`src/rtl/hpc1_rand_source.sv`:
```
// hpc1_rand_source: seeded 128-bit Galois LFSR supplying refresh masks and pads to HPC1 multipliers.
// Define HPC1_RAND_FREE_RUN_EN to advance the LFSR every RUN cycle regardless of consumer handshakes.
module hpc1_rand_source #(
  parameter int NUM_SHARES    = 2,
  parameter int BIT_WIDTH     = 1,
  parameter int WARMUP_CYCLES = 16
) (
  input  logic                                                in_clock,
  input  logic                                                in_reset,
  input  logic [31:0]                                         in_seed,
  input  logic                                                in_seed_valid,
  output logic                                                out_seed_ready,
  output logic [NUM_SHARES*BIT_WIDTH-1:0]                     out_r,
  output logic [NUM_SHARES*(NUM_SHARES-1)/2*BIT_WIDTH-1:0]    out_p,
  output logic                                                out_valid,
  input  logic                                                in_ready
);
  function automatic int num_quad(input int n);
    return n * (n - 1) / 2;
  endfunction
  localparam int OW = (NUM_SHARES + num_quad(NUM_SHARES)) * BIT_WIDTH;
  localparam logic [127:0] TAPS = {8'hE1, 120'h0};
`ifdef HPC1_RAND_FREE_RUN_EN
  localparam bit FREE = 1'b1;
`else
  localparam bit FREE = 1'b0;
`endif
  if (OW > 128) begin : g_ow_chk
    $error("hpc1_rand_source: output width exceeds LFSR width");
  end
  if (NUM_SHARES < 2 || WARMUP_CYCLES < 0 || WARMUP_CYCLES > 255) begin : g_par_chk
    $error("hpc1_rand_source: parameter out of range");
  end
  typedef enum logic [1:0] {IDLE, LOAD, WARMUP, RUN} state_t;
  function automatic logic [127:0] advance(input logic [127:0] v);
    logic [127:0] t;
    t = v;
    for (int i = 0; i < OW; i++) t = (t >> 1) ^ (t[0] ? TAPS : 128'd0);
    return t;
  endfunction
  state_t       state;
  logic [127:0] s, s_word, s_load, s_adv;
  logic [1:0]   wcnt, wsel;
  logic [7:0]   wu;
  logic         beat, hs;
  assign beat = in_seed_valid & out_seed_ready;
  assign hs   = out_valid & in_ready;
  assign {out_p, out_r} = out_valid ? s[OW-1:0] : '0;
  always_comb begin
    wsel   = state == LOAD ? wcnt : 2'd0;
    s_word = s;
    s_word[32*wsel +: 32] = in_seed;
    // an all-zero state would lock the LFSR, so the final word forces a nonzero seed
    s_load = (wsel == 2'd3 && s_word == '0) ? 128'd1 : s_word;
    s_adv  = advance(s);
  end
  always_ff @(posedge in_clock or negedge in_reset) begin
    if (!in_reset) begin
      state          <= IDLE;
      s              <= '0;
      wcnt           <= '0;
      wu             <= '0;
      out_valid      <= 1'b0;
      out_seed_ready <= 1'b0;
    end else begin
      case (state)
        IDLE: begin
          out_seed_ready <= 1'b1;
          if (beat) begin
            s     <= s_load;
            wcnt  <= 2'd1;
            state <= LOAD;
          end
        end
        LOAD: if (beat) begin
          s    <= s_load;
          wcnt <= wcnt + 2'd1;
          if (wcnt == 2'd3) begin
            if (WARMUP_CYCLES == 0) begin
              state     <= RUN;
              out_valid <= 1'b1;
            end else begin
              state          <= WARMUP;
              out_seed_ready <= 1'b0;
              wu             <= 8'(WARMUP_CYCLES);
            end
          end
        end
        WARMUP: begin
          s  <= s_adv;
          wu <= wu - 8'd1;
          if (wu <= 8'd1) begin
            state          <= RUN;
            out_valid      <= 1'b1;
            out_seed_ready <= 1'b1;
          end
        end
        RUN: begin
          // a reseed beat wins over a simultaneous consumer handshake
          if (beat) begin
            s         <= s_load;
            wcnt      <= 2'd1;
            state     <= LOAD;
            out_valid <= 1'b0;
          end else if (FREE || hs) s <= s_adv;
        end
      endcase
    end
  end
endmodule

```
`config.mk`:
```
export PLATFORM = sky130hd
export DESIGN_NAME = hpc1_rand_source
export DESIGN_NICKNAME = d
export VERILOG_FILES = /design/src/rtl/hpc1_rand_source.sv
export SDC_FILE = /design/constraint.sdc
export NUM_CORES = 1
export LEC_CHECK = 0
export CAP_MARGIN = 5
export CELL_PAD_IN_SITES_DETAIL_PLACEMENT = 0
export CELL_PAD_IN_SITES_GLOBAL_PLACEMENT = 1
export CORE_ASPECT_RATIO = 1.25
export CORE_MARGIN = 2
export CORE_UTILIZATION = 38
export CTS_CLUSTER_DIAMETER = 150
export DETAILED_ROUTE_END_ITERATION = 12
export HOLD_SLACK_MARGIN = 0.12
export PLACE_DENSITY_LB_ADDON = 0.05
export SYNTH_ARGS = -nofsm -noshare
export SYNTH_HDL_FRONTEND = slang
export SYNTH_SLANG_ARGS = --single-unit
```
`constraint.sdc`:
```
create_clock -name in_clock -period 7.5 [get_ports in_clock]
set_input_delay 1.5 -clock in_clock [delete_from_list [all_inputs] [get_ports in_clock]]
set_output_delay 1.5 -clock in_clock [all_outputs]
set_load 0.01 [all_outputs]
```
Yosys cells after proc, flatten, opt, wreduce, memory -nomap -nowiden
Cells that the tools add are included.

Output and inout bits: 5. Register bits: 142. Input port bits: 36. Logic and storage cells: 71.

Add/sub/neg operators: 3. Muxes and demuxes: 27. Bitwise logic cells: 5. Shift operators: 2. Reduce and logical (&&, ||, !) cells: 15. Order comparisons: 1. Equality and inequality tests: 12.

Operator list (count): $mux 128 (7); $pmux 128 s3 (1); $xor 127x128->128 (3); $bwmux 128 (1); $logic_not 128->1 (1); $shift 32x34->128 const A (1); $shiftx 32x34->128 (1); $neg 7->34 (1); $mux 8 (2); $pmux 8 s2 (1); $mux 2 (6); $reduce_and 3->1 (3); $eq 2x2->1 const B (4); $le 8x1->1 const B (1); $reduce_and 4->1 (2); $sub 8x1->8 const B (1); $ne 2x1->1 const B (3); $ne 2x2->1 const B (3); $pmux 2 s3 (1); $reduce_bool 2->1 (3); $mux 1 (4); $pmux 2 s2 (1); $reduce_or 2->1 (2); $mux 3 (1); 10 further kinds (11).

Depth between registers and ports, before layout
Word-level depth: 10. Depth in mapped cells: 16. Depth with buffers taken out: 12.

Worst setup path after synthesis
OpenSTA, ideal clock, no wires.

Path type: input port to flip-flop. Start: input port in_seed[29]. End: register s[0]. Data required time: 7434 ps. Setup time: 66 ps. Data arrival time: 3059 ps. Buffers on the path: 1. Setup slack: 4375 ps. Stages: 8. Path through: clkbuf_1 -> or4_1 -> or4_1 -> o21ai_1 -> nand4_1 -> nor4_1 -> nand4_1 -> nand2_1.

Word-level cells in the longest chain between the ends: 7. Elaborated cells between the ends (all ways): 8. Those cells by class: shift: 1; mux: 5; reduce/logical: 2.

RTL lines: start: declaration (line 10) `input logic [31:0] in_seed,`; $shiftx 32x34->128 * (line 52) `s_word[32*wsel +: 32] = in_seed;`; $bwmux 128 * (line 52); $logic_not 128->1 (line 54) `s_load = (wsel == 2'd3 && s_word == '0) ? 128'd1 : s_word;`; $logic_and 1x1->1 (line 54); $mux 128 * (line 54); $mux 128, on equally long branches (line 100, 69, 75); $pmux 128 s3 * (line 66) `case (state)`; end signal: assignment (line 70) `s <= s_load;`; end signal: assignment (line 101) `s <= s_load;`; end signal: assignment (line 105) `end else if (FREE || hs) s <= s_adv;`; end: declaration (line 42) `logic [127:0] s, s_word, s_load, s_adv;`.

Mark *: on every way between the ends. The rest lies on a longest branch, timed or not. The select of a mux whose other input is x is not followed. A chain may end at the register's enable or synchronous reset.

Final worst setup path
Start: register state[1]. End: register s[0].

Word-level cells in the longest chain between the ends: 10. Elaborated cells between the ends (all ways): 20. Those cells by class: add/sub: 1; eq/ne: 6; shift: 2; mux: 6; reduce/logical: 5.

RTL lines: start: declaration (line 41) `state_t state;`; start signal: assignment (line 59) `state <= IDLE;`; start signal: assignment (line 72) `state <= LOAD;`; start signal: assignment (line 80) `state <= RUN;`; $eq 2x1->1 (line 50, 66); $mux 2 (line 50) `wsel = state == LOAD ? wcnt : 2'd0;`; $neg 7->34 (line 52); $shiftx 32x34->128 or $shift 32x34->128 (tied branches) (line 52); $bwmux 128 (line 52); $logic_not 128->1 (line 54); $logic_and 1x1->1 (line 54); $mux 128 (line 54); $mux 128, on equally long branches (line 100, 69, 75); $pmux 128 s3 (line 66).

Several ways; a longest one is shown, not always the timed one. The select of a mux whose other input is x is not followed.

==> run metrics <==
Fin Setup TNS=0 ns; min Tclk post-route=3.91 ns; worst vdd ir=626 uV; total global-route track usage=0.285; crit path kind=reg2reg; Nets=1,141; pwr dens=497 nW/um^2; Synth top area share=0.411; Synth Area in Compound Gates=0.293; worst hold path type=reg2reg; H-tree Lvls=4; total grt overflow=0; Synth area leader=dfrtp_1; Max Freq=256 MHz; initial drt markers=744; Max Buffers Root-to-Sink=2; Seq cells post-synth=142; global placer's final weighted congestion=0.910; RSZ-0062 raised after global routing=no; share of cells above drive strength 1=0.0525; required time of the critical path=7.82 ns; CTS Root Cell=clkbuf_16; floorplan row count=61; Worst setup SP type=flip-flop; clock latency on the worst-skew pair=0.43 ns; Slew @ Worst Pin=1.06 ns; count of placed standard cells including taps=1,356; post-synthesis cell count=1,112; Die Wd=139 um; setup violators final=0; Max Cap Violations=0; core box area=22,300 sq um; Routed Antenna Nets=0; Antenna Cells=0; Buffers on Ports=40; xor and xnor area share after synthesis=0.0142; Hold Violations, Final=0; die height=173 um; Initial Utilization=0.388; Tcrit/Tclk final=0.522; Post-synth ARST share=1.00; area share of and/or/nand/nor cells after synthesis=0.217; global-route wire length before repair=52,700 um; drc violations=0; CP Max Fanout=20; Seq/Total Area, Yosys=0.411; Avg Vias per Cell=6.08; Post-synth EDFFs=0; fin. max-slew vios=0; Non-Filler Instances=1,388; dominant cells by area after synthesis=dfrtp_1 (41%), a21oi_1 (10%), a22oi_1 (7.5%); WL per Instance=24.1 um; count of cell types in the netlist=51; Post-DP HPWL=21,400 um; CTS Buf Count=17; Final Skew=0.0109 ns; IO Pins=41; status=completed; most common cell after layout, fill and taps aside=a21oi_1; area grow syn2layout=13.5%; vias in the first global route=8,343; synthesized area per cell=7.77 sq um; WL final=33,400 um; Leak=3.88 nW; largest net degree at the start of global routing=188; Clk pin slew, worst setup/hold paths=0.06 ns; via count=8,440; initial antenna violation count=0; most frequent cells in the layout=a21oi_1 (174), nor2_1 (159), dfrtp_1 (142), nand2_1 (133), o21ai_1 (97); hold buffers post-CTS=0; mux contribution to synthesized area=0; Mapped Area=8640 sq um; clk sinks=142; post-cts gate resize count=0; Post-CTS Setup Bufs=0; worst relative slew slack=0.294; top_reg_cell synth=dfrtp_1; CP endpoint kind=flip-flop; largest family of logic cells by synthesized area=compound AO/OA/AOI/OAI gates; die footprint=24,000 sq um; Post-Synthesis Net Count=1,161; TritonCTS clock tree=built; crit path DAT=4.23 ns; DR pass1 iterations=5; synth warn=0; Synth Area in Adders=0.0188
-- area by class of cell --
type / instances / area [sq um]
clock buffers: 21 / 470
repair buffers: 54 / 519
well taps: 283 / 354
clock inverters: 11 / 139
inverters: 11 / 41.3
flip-flops and latches: 142 / 3550
multi-input cells: 866 / 4740
fillers: 2276 / 12500
-- cells by family after synthesis --
logic type / Yosys count
buffers and inverters: 104
AO/OA/AOI/OAI: 427
flip-flops: 142
XOR/XNOR: 14
adder cells (fa/ha/maj): 13
AND/OR/NAND/NOR: 412
-- power breakdown --
group / switching [mW] / internal, mW
logic: 1.59 / 0.908
clock network: 0.348 / 0.547
registers: 0.381 / 1.10
-- routing by layer --
| layer | track usage | vias to the layer above | share of wire |
|---|---|---|---|
| met5 | 0 | - | 0 |
| met1 | 0.386 | 4113 | 0.44 |
| met3 | 0.0537 | 74 | 0.058 |
| met4 | 0.121 | 0 | 0.038 |
| met2 | 0.448 | 308 | 0.46 |
| li1 | - | 3945 | - |
-- state kept, by name, summed over array words and instances, names as in the netlist --
signal          flops
s                 128
out_seed_ready      1
state               2
wcnt                2
out_valid           1
wu                  8
-- stage by stage --
stage	power [mW]	setup slack, ns	utilization	instance area, sq um	hold WS (ns)
after floorplan	3.23	4.38	-	8640	0.478
after global placement	3.98	3.54	0.413	9210	0.519
after detailed placement	3.99	3.54	0.413	9210	0.521
after CTS	4.90	3.66	0.440	9810	0.535
after global routing	5.30	3.21	0.440	9810	0.566
final	4.87	3.59	0.440	9810	0.535
-- critical path, cell delays in order (launching register included) --
cell,delay [ns]
dfrtp_1,0.41
inv_1,0.09
ha_1,0.46
nand2_1,0.30
inv_2,0.23
ha_1,0.36
nor4b_1,0.33
and2_1,0.60
buf_4,0.37
a21oi_1,0.10
and4b_1,0.21
and4b_1,0.20
nand4_1,0.07
nand2_1,0.06
-- cells in the mapped netlist, drive strengths merged, types with 5 or more instances --
library cell and number:
a21oi 175, a22o 5, a22oi 88, and2 7, buf 17, clkbuf 76
dfrtp 142, ha 13, inv 11, nand2 133, nand4 9, nor2 160
nor2b 37, nor3 8, nor4 29, o211ai 12, o21a 12, o21ai 110
or4 6, xnor2 7, xor2 7
-- final timing paths --
check	startpoint	to	slack (ns)	cells past startpoint
worst max-delay path	state[1]$_DFFE_PN0P_	s[0]$_DFFE_PN0P_	3.59	13
worst min-delay path	s[101]$_DFFE_PN0P_	s[101]$_DFFE_PN0P_	0.54	2
worst max register to register	state[1]$_DFFE_PN0P_	s[0]$_DFFE_PN0P_	3.59	13
worst min register to register	s[101]$_DFFE_PN0P_	s[101]$_DFFE_PN0P_	0.54	2
max in group asynchronous	in_reset	s[7]$_DFFE_PN0P_	5.02	2
min in group asynchronous	in_reset	s[74]$_DFFE_PN0P_	1.14	1
No activity file was read; power rests on OpenSTA's default activity.
==> RTL edit (config.mk and constraints unchanged) <==
The parameter `NUM_SHARES` goes from 2 to 4.
--- a/src/rtl/hpc1_rand_source.sv
+++ b/src/rtl/hpc1_rand_source.sv
@@ -1,7 +1,7 @@
 // hpc1_rand_source: seeded 128-bit Galois LFSR supplying refresh masks and pads to HPC1 multipliers.
 // Define HPC1_RAND_FREE_RUN_EN to advance the LFSR every RUN cycle regardless of consumer handshakes.
 module hpc1_rand_source #(
-  parameter int NUM_SHARES    = 2,
+  parameter int NUM_SHARES    = 4,
   parameter int BIT_WIDTH     = 1,
   parameter int WARMUP_CYCLES = 16
 ) (
Interface: changed (resized out_p and out_r); port bits go from 41 to 48. The function was not compared with the original's and may differ.
==> RTL edit against the original RTL <==
Setup slack worse by 690 ps; synthesized area increased by 5.3%; sequential power up 18%; wire length up 8.5%; sequential cell count unchanged; final area is 4.9% higher; power increased by 10%; worst hold slack improved by 15 ps; critical endpoint is now s[120]; highest routed layer unchanged.
==> RTL edit: results <==
global_routing:
  grt_max_degree: 108
  grt_overflow: 0
  antenna_found_initial: 0
  grt_pass1_wl_mm: 54.9
  grt_pass1_vias: 8509
  track_usage: 0.294
run_status:
  status: "complete, no violations"
worst_setup_path:
  critPathTopFamily: "simple AND/OR/NAND/NOR gates"
  crit_fanout: 33
  r2r_start: "state[1]"
  reg2reg_depth: 15
  regToRegEndpoint: "s[120]"
  slowest_delay_ps: 570
  reg2reg_slack_ps: 2890
  crit_slowest_cell: "or4_4"
  critPathArrivalTime_ps: 4930
min_path:
  hold_end: "out_seed_ready"
  min_path_cells: 2
  holdCritStartpoint: "out_seed_ready"
  hp-class: "flip-flop to flip-flop"
detailed_routing:
  wire_per_inst_um: 24.4
  drt_iter0_drc: 784
  via_count: 8817
power:
  ir_drop_mv: 0.221
  power.leakage_uw: 0.00409
synth:
  synth_nets: 1243
  synth-seq-area-share: 0.390
  synth.area.top_cells: "dfrtp_1 39%, a21oi_1 18%, nor2_1 11%"
  synth_cell_type_count: 63
  ys_warn_count: 0
  synth_common_cells: "331 x a21oi_1, 258 x nor2_1, 142 x dfrtp_1, 90 x nor2b_1, 74 x clkbuf_1"
  synth.avg_cell_area_sq_um: 7.62
  async_reset_ff_frac: 1.00
finish:
  layout-drive-gt1-share: 0.0554
  fillers: 2485
  nNetsFinal: 1227
  finalNonFillerCells: 1483
placed_design:
  placed_area_sq_um: 9670
  dp_hpwl_mm: 23.2
  io_buffer_count: 47
  gp_congestion: 0.904
sta:
  relSlewSlack: 0.366
  finClkSkew_ps: 11.9
cts:
  clockBufferDepth: 2
  ctsResizeCount: 0
  clk_pin_slew_worst_paths_ps: 60
  cts_made_buffers: 17
  htreeDepth: 4
[RTL edit: cell count changes after synthesis, moves of 7 or more]
cell / unedited run / this run
o211ai_1: 12 / 0
nand2_1: 133 / 20
nor2_1: 160 / 258
xnor2_1: 7 / 19
o21ai_1: 97 / 1
nor3_1: 7 / 20
a22oi_1: 86 / 32
buf_2: 8 / 1
nor2b_1: 37 / 90
a21oi_1: 175 / 331
o22ai_1: 3 / 16
buf_1: 9 / 16
o21a_1: 12 / 3
[RTL edit: tightest hold or removal path, stage by stage (launching register included)]
cell	delay [ps]
dfrtp_1	370
o21ai_0	90
nand2_1	60
[RTL edit: routing by layer]
metal  global-route usage  up-vias  wire (um)
li1                     -     4149          -
met3               0.0452       54       1620
met5                    0        -          0
met1                0.405     4343      16400
met2                0.466      271      17000
met4                0.113        0       1150
[RTL edit: cell type report]
class	instances	area, sq um	share of cell area
multi-input combinational	942	5110	0.496
sequential	142	3550	0.345
timing repair buffer	62	597	0.0580
clock buffer	21	480	0.0467
tap	292	365	0.0355
clock inverter	11	138	0.0134
inverter	13	48.8	0.00474
[RTL edit: worst max-delay path by stage]
| stage | start | to | slack [ps] |
|---|---|---|---|
| global placement | in_seed[5] | s[120] | 2690 |
| floorplan | in_seed[5] | s[118] | 3540 |
| CTS | state[1] | s[120] | 2970 |
| detailed placement | in_seed[10] | s[120] | 2660 |
| finish | state[1] | s[120] | 2890 |
| global route | state[1] | s[120] | 2610 |
[RTL edit: cells by family (layout without fill, tap and decap cells)]
family | after synthesis | after routing | share of synthesized area
adder cells (fa/ha/maj) | 13 | 13 | 0.0179
multiplexers | 3 | 3 | 0.00344
AND/OR/NAND/NOR | 467 | 467 | 0.246
AO/OA/AOI/OAI | 428 | 428 | 0.262
buffers and inverters | 110 | 107 | 0.0507
flip-flops | 142 | 142 | 0.390
XOR/XNOR | 31 | 31 | 0.0298
[RTL edit: report_power, final]
| group | internal (uW) | switching [uW] | total, uW | leakage, uW |
|---|---|---|---|---|
| logic | 1080 | 1650 | 2730 | 0.00210 |
| registers | 1180 | 568 | 1740 | 0.00168 |
| clock network | 555 | 351 | 906 | 0.000301 |
[RTL edit: through the flow]
step / setup slack (ps) / hold slack [ps]
3_5_place_dp: 2660 / 535
4_1_cts: 2970 / 552
2_1_floorplan: 3540 / 473
6_report: 2890 / 550
5_1_grt: 2610 / 575
3_3_place_gp: 2690 / 531
